===== src/rtl/apb_uart_cmd_master.sv =====
// Single-outstanding APB master: turns a valid/ready write-byte/read-word command into a
// SETUP/ACCESS transfer, with a bounded PREADY wait and a valid/ready response channel.
module apb_uart_cmd_master #(
   parameter int unsigned ADDR_W         = 12,
   parameter int unsigned WDATA_W        = 8,
   parameter int unsigned RDATA_W        = 32,
   parameter int unsigned TIMEOUT_CYCLES = 16,
   parameter int unsigned CNT_W          = 8
) (
   input  logic               PCLK,
   input  logic               PRESETn,
   input  logic               req_valid,
   output logic               req_ready,
   input  logic               req_write,
   input  logic [ADDR_W-1:0]  req_addr,
   input  logic [WDATA_W-1:0] req_wdata,
   output logic               rsp_valid,
   input  logic               rsp_ready,
   output logic [RDATA_W-1:0] rsp_rdata,
   output logic               rsp_timeout,
   output logic               busy,
   output logic [CNT_W-1:0]   timeout_count,
   output logic               PSEL,
   output logic               PENABLE,
   output logic               PWRITE,
   output logic [ADDR_W-1:0]  PADDR,
   output logic [WDATA_W-1:0] PWDATA,
   input  logic               PREADY,
   input  logic [RDATA_W-1:0] PRDATA
);

   localparam int unsigned WaitW = (TIMEOUT_CYCLES == 0) ? 1 : $clog2(TIMEOUT_CYCLES + 1);
   localparam logic [WaitW-1:0] WaitLast =
      (TIMEOUT_CYCLES == 0) ? '0 : WaitW'(TIMEOUT_CYCLES - 1);

   typedef enum logic [1:0] {StIdle, StSetup, StAccess, StResp} state_e;

   state_e               state_q, state_d;
   logic                 psel_q, psel_d;
   logic                 penable_q, penable_d;
   logic                 rsp_valid_q, rsp_valid_d;
   logic                 busy_q, busy_d;
   logic                 pwrite_q, pwrite_d;
   logic [ADDR_W-1:0]    paddr_q, paddr_d;
   logic [WDATA_W-1:0]   pwdata_q, pwdata_d;
   logic [RDATA_W-1:0]   rdata_q, rdata_d;
   logic                 timeout_q, timeout_d;
   logic [CNT_W-1:0]     tcnt_q, tcnt_d;
   logic [WaitW-1:0]     wait_q, wait_d;

   always_comb begin
      state_d     = state_q;
      psel_d      = psel_q;
      penable_d   = penable_q;
      rsp_valid_d = rsp_valid_q;
      busy_d      = busy_q;
      pwrite_d    = pwrite_q;
      paddr_d     = paddr_q;
      pwdata_d    = pwdata_q;
      rdata_d     = rdata_q;
      timeout_d   = timeout_q;
      tcnt_d      = tcnt_q;
      wait_d      = wait_q;
      unique case (state_q)
         StIdle: begin
            if (req_valid) begin
               state_d  = StSetup;
               psel_d   = 1'b1;
               busy_d   = 1'b1;
               pwrite_d = req_write;
               paddr_d  = req_addr;
               pwdata_d = req_wdata;
               wait_d   = '0;
            end
         end
         StSetup: begin
            state_d   = StAccess;
            penable_d = 1'b1;
         end
         StAccess: begin
            // PREADY takes priority over an expiring wait budget.
            if (PREADY) begin
               state_d     = StResp;
               psel_d      = 1'b0;
               penable_d   = 1'b0;
               rsp_valid_d = 1'b1;
               rdata_d     = pwrite_q ? '0 : PRDATA;
               timeout_d   = 1'b0;
            end else if (TIMEOUT_CYCLES != 0 && wait_q == WaitLast) begin
               state_d     = StResp;
               psel_d      = 1'b0;
               penable_d   = 1'b0;
               rsp_valid_d = 1'b1;
               rdata_d     = '0;
               timeout_d   = 1'b1;
               if (tcnt_q != '1) tcnt_d = tcnt_q + CNT_W'(1);
            end else begin
               wait_d = wait_q + WaitW'(1);
            end
         end
         StResp: begin
            if (rsp_ready) begin
               state_d     = StIdle;
               rsp_valid_d = 1'b0;
               busy_d      = 1'b0;
            end
         end
         default: state_d = StIdle;
      endcase
   end

   always_ff @(posedge PCLK or negedge PRESETn) begin
      if (!PRESETn) begin
         state_q     <= StIdle;
         psel_q      <= 1'b0;
         penable_q   <= 1'b0;
         rsp_valid_q <= 1'b0;
         busy_q      <= 1'b0;
         pwrite_q    <= 1'b0;
         paddr_q     <= '0;
         pwdata_q    <= '0;
         rdata_q     <= '0;
         timeout_q   <= 1'b0;
         tcnt_q      <= '0;
         wait_q      <= '0;
      end else begin
         state_q     <= state_d;
         psel_q      <= psel_d;
         penable_q   <= penable_d;
         rsp_valid_q <= rsp_valid_d;
         busy_q      <= busy_d;
         pwrite_q    <= pwrite_d;
         paddr_q     <= paddr_d;
         pwdata_q    <= pwdata_d;
         rdata_q     <= rdata_d;
         timeout_q   <= timeout_d;
         tcnt_q      <= tcnt_d;
         wait_q      <= wait_d;
      end
   end

   // Held low during reset even though the state register already reads IDLE.
   assign req_ready     = (state_q == StIdle) & PRESETn;
   assign rsp_valid     = rsp_valid_q;
   assign rsp_rdata     = rdata_q;
   assign rsp_timeout   = timeout_q;
   assign busy          = busy_q;
   assign timeout_count = tcnt_q;
   assign PSEL          = psel_q;
   assign PENABLE       = penable_q;
   assign PWRITE        = pwrite_q;
   assign PADDR         = paddr_q;
   assign PWDATA        = pwdata_q;

endmodule


===== config.mk =====
export PLATFORM = sky130hd
export DESIGN_NAME = apb_uart_cmd_master
export DESIGN_NICKNAME = d
export VERILOG_FILES = /design/src/rtl/apb_uart_cmd_master.sv
export SDC_FILE = /design/constraint.sdc
export NUM_CORES = 1
export LEC_CHECK = 0
export CORE_ASPECT_RATIO = 1.75
export CORE_MARGIN = 2
export CORE_UTILIZATION = 42
export CTS_CLUSTER_SIZE = 16
export DETAILED_ROUTE_END_ITERATION = 6
export PLACE_DENSITY = 0.78
export SETUP_SLACK_MARGIN = 0.5
export SYNTH_ARGS = -nofsm -noshare
export SYNTH_HDL_FRONTEND = slang
export SYNTH_SLANG_ARGS = --single-unit

===== constraint.sdc =====
create_clock -name PCLK -period 2.74 [get_ports PCLK]
set_input_delay 0.548 -clock PCLK [delete_from_list [all_inputs] [get_ports PCLK]]
set_output_delay 0.548 -clock PCLK [all_outputs]
set_load 0.005 [all_outputs]

# --- Word level (Yosys, flattened, before mapping) ---
# Index checks and enable logic that the tools add are counted.
word_totals:
  regBits: 73
  word_cells: 64
  output_inout_bits: 67
  in_bits: 58
op_classes:
  reduce_logical: 15
  n_mux: 23
  eq_ne: 10
  addsub: 2
  n_bitwise: 2
op_table:
  columns: ["cell", "n"]
  rows:
  - ["$mux W32", 3]
  - ["$mux W5", 3]
  - ["$reduce_and A3 Y1", 4]
  - ["$pmux W5 S2", 1]
  - ["$reduce_bool A2 Y1", 5]
  - ["$add A8 B1 Y8 const B", 1]
  - ["$mux W2", 4]
  - ["$ne A2 B2 Y1 const B", 4]
  - ["$ne A8 B8 Y1 const B", 1]
  - ["$pmux W1 S2", 4]
  - ["$pmux W2 S4", 1]
  - ["$reduce_and A4 Y1", 2]
  - ["$mux W1", 7]
  - ["$reduce_and A2 Y1", 3]
  - ["$add A5 B1 Y5 const B", 1]
  - ["$eq A5 B4 Y1 const B", 1]
  - ["$eq A2 B2 Y1 const B", 2]
  - ["$ne A3 B3 Y1 const B", 1]
  - ["$eq A2 B1 Y1 const B", 1]
  - ["$logic_not A2 Y1", 1]
  - ["$and A1 B1 Y1", 1]
  - ["$not A1 Y1", 1]

# --- Depth between registers and ports, before layout ---
depth:
  ltp_word: 4
  mapped_depth: 7
  depth_no_buf: 6

# --- Worst setup path before layout ---
# OpenSTA, ideal clock, no wires.
synth_timing:
  path_kind: "register to register"
  start: "reg wait_q[0]"
  end: "reg wait_q[3]"
  arrival_time_ns: 1.828
  required_ns: 2.663
  setup_ns: 0.077
  path_stages_with_launch: 7
  slack_ns: 0.835
  n_path_buf: 0
  period_less_slack_ns: 1.905
  path_cell_list: "dfrtp_1 ha_1 and3_1 ha_1 o21a_1 or4_1 a21oi_1"
synth_via:
  elab_chain_cells: 4
  elab_cells_between_ends: 7
  cone_classes: "add/sub (1); eq/ne (2); mux (3); reduce/logical (1)"
synth_rtl:
  columns: ["element", "line", "source"]
  rows:
  - ["start, declared", "49", "logic [WaitW-1:0] wait_q, wait_d;"]
  - ["start signal, assigned", "138", "wait_q <= wait_d;"]
  - ["$add A5 B1 Y5", "98", "wait_d = wait_q + WaitW'(1);"]
  - ["$mux W5", "89", "end else if (TIMEOUT_CYCLES != 0 && wait_q == WaitLast) begin"]
  - ["$mux W5", "82", "if (PREADY) begin"]
  - ["$pmux W5 S2", "64", "unique case (state_q)"]
# Several ways; a longest one is shown, not always the timed one. The select of a mux whose other input is x is not followed.
# A chain may end at the register's enable or synchronous reset.

# --- Worst setup path in the final report ---
# Same ends and word-level chain as after synthesis.

==> impl_metrics.py <==
metrics = {
    "drt": {
        "drt_first_iter_violations": 84,
        "wl_per_cell_um": 16.8,
        "antenna_nets_post_route": 0,
        "detail_route.wirelength_mm": 7.45,
        "viasPerCell": 5.26,
        "detailedRoute.firstPassIterationCount": 4,
        "detailroute.via_count": 2337,
        "drt_drc_violations_left": 0,
    },
    "setup_path": {
        "critPathMostFrequentCell": "sky130_fd_sc_hd__ha_1",
        "worst_path_max_delay_cell": "sky130_fd_sc_hd__or4_1",
        "critical_path_peak_fanout": 8,
        "required_time_of_the_critical_path_ns": 2.99,
        "element_type_at_the_critical_path_end": "flop",
        "timing.critical_path.slowest_cell_delay_ns": 0.52,
        "r2r_setup_slack_ns": 0.68,
        "crit_chain": "ha_1 -> and3_1 -> ha_1 -> o21a_1 -> or4_1 -> a21oi_1",
        "startpoint_type": "flop",
        "timing.critical_path.arrival_ns": 2.31,
        "path_class": "flop to flop",
    },
    "yosys": {
        "dominantRegCellSynth": "sky130_fd_sc_hd__dfrtp_1",
        "asyncSetResetFlopFracSynth_pct": 100,
        "synth-edff-count": 0,
        "seq_area_frac_synth_pct": 61.3,
        "synth_most_common_cell": "sky130_fd_sc_hd__dfrtp_1",
        "synth_commonest_cells": "73 x sky130_fd_sc_hd__dfrtp_1, 33 x sky130_fd_sc_hd__a22o_1, 24 x sky130_fd_sc_hd__mux2_2, 9 x sky130_fd_sc_hd__o21ai_0, 8 x sky130_fd_sc_hd__ha_1",
        "mappedNetlistArea_um2": 2980,
        "synth.top_cell.area_share_pct": 61.3,
        "synth_nets": 290,
        "synth_area_leader_cell": "sky130_fd_sc_hd__dfrtp_1",
        "postSynthRegisterBits": 73,
        "synth.top_cells.by_area": "sky130_fd_sc_hd__dfrtp_1 61%, sky130_fd_sc_hd__a22o_1 9.7%, sky130_fd_sc_hd__mux2_2 9.1%",
        "ys.warnings.count": 0,
        "netlist-cell-type-count": 36,
        "synth.avg_cell_area_um2": 13.3,
        "postSynthCellCount": 224,
    },
    "clock_network": {
        "cts.reportedPaths.clkPinSlew_ns": 0.05,
        "ctsLongestPathBuffers": 2,
        "cts_made_buffers": 9,
        "num_clock_sinks": 73,
        "clockRootBuffer": "sky130_fd_sc_hd__clkbuf_16",
        "cts_tree": "built",
        "clk-insertion-delay-late_ns": 0.33,
        "ctsHoldBuffers": 0,
        "htree_num_levels": 3,
    },
    "cells_and_area": {
        "syn2layout_area_growth_pct": 56.4,
        "layout-drive-gt1-share_pct": 15.0,
        "num_antenna_cells": 0,
        "num-nets-final": 421,
    },
    "timing": {
        "setup_ws_ns": 0.675,
        "hold_viol": 0,
        "slew_violations": 0,
        "setup_viol": 0,
        "clock.fmax_mhz": 484,
        "fin_tns_setup_ns": 0,
        "timing.final.crit_share_pct": 75.3,
        "remaining_max_slew_budget_at_the_tightest_pin_pct": 40.9,
        "tightest_slew_ns": 0.887,
        "period_minus_slack_ns": 2.06,
        "rsz_0062_raised_after_global_routing": "false",
        "clock_skew_ns": 0.00854,
    },
    "place": {
        "numPortBuffers": 124,
        "post-dp-hpwl_mm": 5.29,
        "pre_cts_ws_ns": 0.504,
        "finalWeightedCongestion": 0.736,
    },
    "power_and_ir_drop": {
        "swShare_pct": 27.5,
        "power_report.internal_total_mw": 3.53,
        "report.power.total_mw": 4.87,
        "p_leak_nw": 2.04,
        "power-per-cell-area_nw_per_um2": 1050,
        "power_frac_seq_pct": 36.4,
        "power.share.clock_pct": 24.4,
        "share_comb_of_total_power_pct": 39.2,
        "ir_drop_v": 0.000537,
        "power.switching_mw": 1.34,
    },
    "global_route": {
        "antenna_found_initial": 0,
        "largest_net_degree_at_the_start_of_global_routing": 74,
        "global_route_wire_length_before_repair_mm": 11.8,
        "grt-ovfl-total": 0,
        "first_global_vias": 2460,
        "grt_util_all_layers_pct": 20.5,
    },
    "floorplanning": {
        "die_height_um": 115,
        "fp.dieArea_um2": 7810,
        "die_width_um": 67.7,
        "floorplan.io_pins": 125,
        "effective_utilization_at_floorplan_pct": 43.4,
        "design.core.area_um2": 6860,
        "num_rows": 40,
    },
    "flow_run": {
        "drv_cap": 0,
    },
    "status": {
        "status": "complete, no violations",
    },
    "hold_path": {
        "min-delay-path-class": "input pin to async pin",
    },
}
## power groups by stage
stage / clock [mW] / combinational, mW / sequential [mW]
after global routing: 1.27 / 2.05 / 1.82
after global placement: 0 / 1.83 / 1.75
after CTS: 1.22 / 1.90 / 1.78
after floorplan: 0 / 0.737 / 1.78
final: 1.19 / 1.91 / 1.77
after detailed placement: 0 / 1.86 / 1.77
## per-stage QoR
stage | hold WS, ns | std cells | util, % | area [um^2]
after floorplan | 0.252 | 224 | - | 2980
after global placement | 0.474 | 425 | 62.9 | 4310
after detailed placement | 0.478 | 425 | 62.9 | 4310
after CTS | 0.472 | 441 | 67.6 | 4630
after global routing | 0.519 | 444 | 68.0 | 4660
final | 0.427 | 444 | 68.0 | 4660
## flip-flops by register name, summed over array words and instances (netlist names)
name and flops:
rsp_rdata 32, PWRITE 1, PSEL 1, state_q 2, rsp_valid 1, busy 1
wait_q 5, PENABLE 1, timeout_count 8, PADDR 12, PWDATA 8, rsp_timeout 1
## worst max-delay path, delay by kind of cell (launching register included)
| kind | cells | cell delay [ns] |
|---|---|---|
| adder cells (fa/ha/maj) | 2 | 0.44 |
| AO/OA/AOI/OAI | 2 | 0.43 |
| flip-flops | 1 | 0.40 |
| AND/OR/NAND/NOR | 2 | 0.72 |
## layer usage
layer	global-route usage, %	vias up	part of all wire, %
met2	36.8	57	59
met5	0	-	0
met1	22.4	1186	36
met3	3.88	12	3.1
met4	9.93	0	2.3
li1	-	1082	-
## final timing paths
check	start	end	depth (start not counted)
max	wait_q[0]	wait_q[3]	6
min	PRESETn	PADDR[7]	2
max reg2reg	wait_q[0]	wait_q[3]	6
min reg2reg	PENABLE	PENABLE	2
max in group asynchronous	PRESETn	timeout_count[0]	2
min in group PCLK	PENABLE	PENABLE	2
## cells in the final DEF, fill, tap and decap left out, types with 4 or more instances in the layout
cell / n
sky130_fd_sc_hd__clkbuf_16: 9
sky130_fd_sc_hd__clkdlybuf4s50_1: 122
sky130_fd_sc_hd__a21oi_1: 6
sky130_fd_sc_hd__mux2_2: 24
sky130_fd_sc_hd__buf_4: 7
sky130_fd_sc_hd__o21ai_0: 9
sky130_fd_sc_hd__nand2_1: 7
sky130_fd_sc_hd__nand3_1: 4
sky130_fd_sc_hd__ha_1: 6
sky130_fd_sc_hd__inv_1: 5
sky130_fd_sc_hd__dfrtp_1: 73
sky130_fd_sc_hd__a22o_1: 33
## cell families after synthesis
logic type               after synthesis  synth area share (%)
adder cells (fa/ha/maj)                8                  3.36
AND/OR/NAND/NOR                       34                  6.30
XOR/XNOR                               4                  1.18
AO/OA/AOI/OAI                         60                  15.3
multiplexers                          27                  10.1
buffers and inverters                 18                  2.44
flip-flops                            73                  61.3
## cell type report
class / instances / area, um^2
tap: 84 / 105
clock inverter: 2 / 35.0
multi-input combinational: 133 / 1100
timing repair buffer: 131 / 1290
clock buffer: 14 / 274
sequential: 73 / 1830
fill: 521 / 2200
inverter: 7 / 26.3
## what timing repair did
action                                  4_1_cts  5_1_grt
resized for setup                             4        2
pin swaps                                     0        1
buffers inserted                              0        3
endpoints found under the setup margin        1        4
Note: power is estimated with default switching activity, not from simulation.
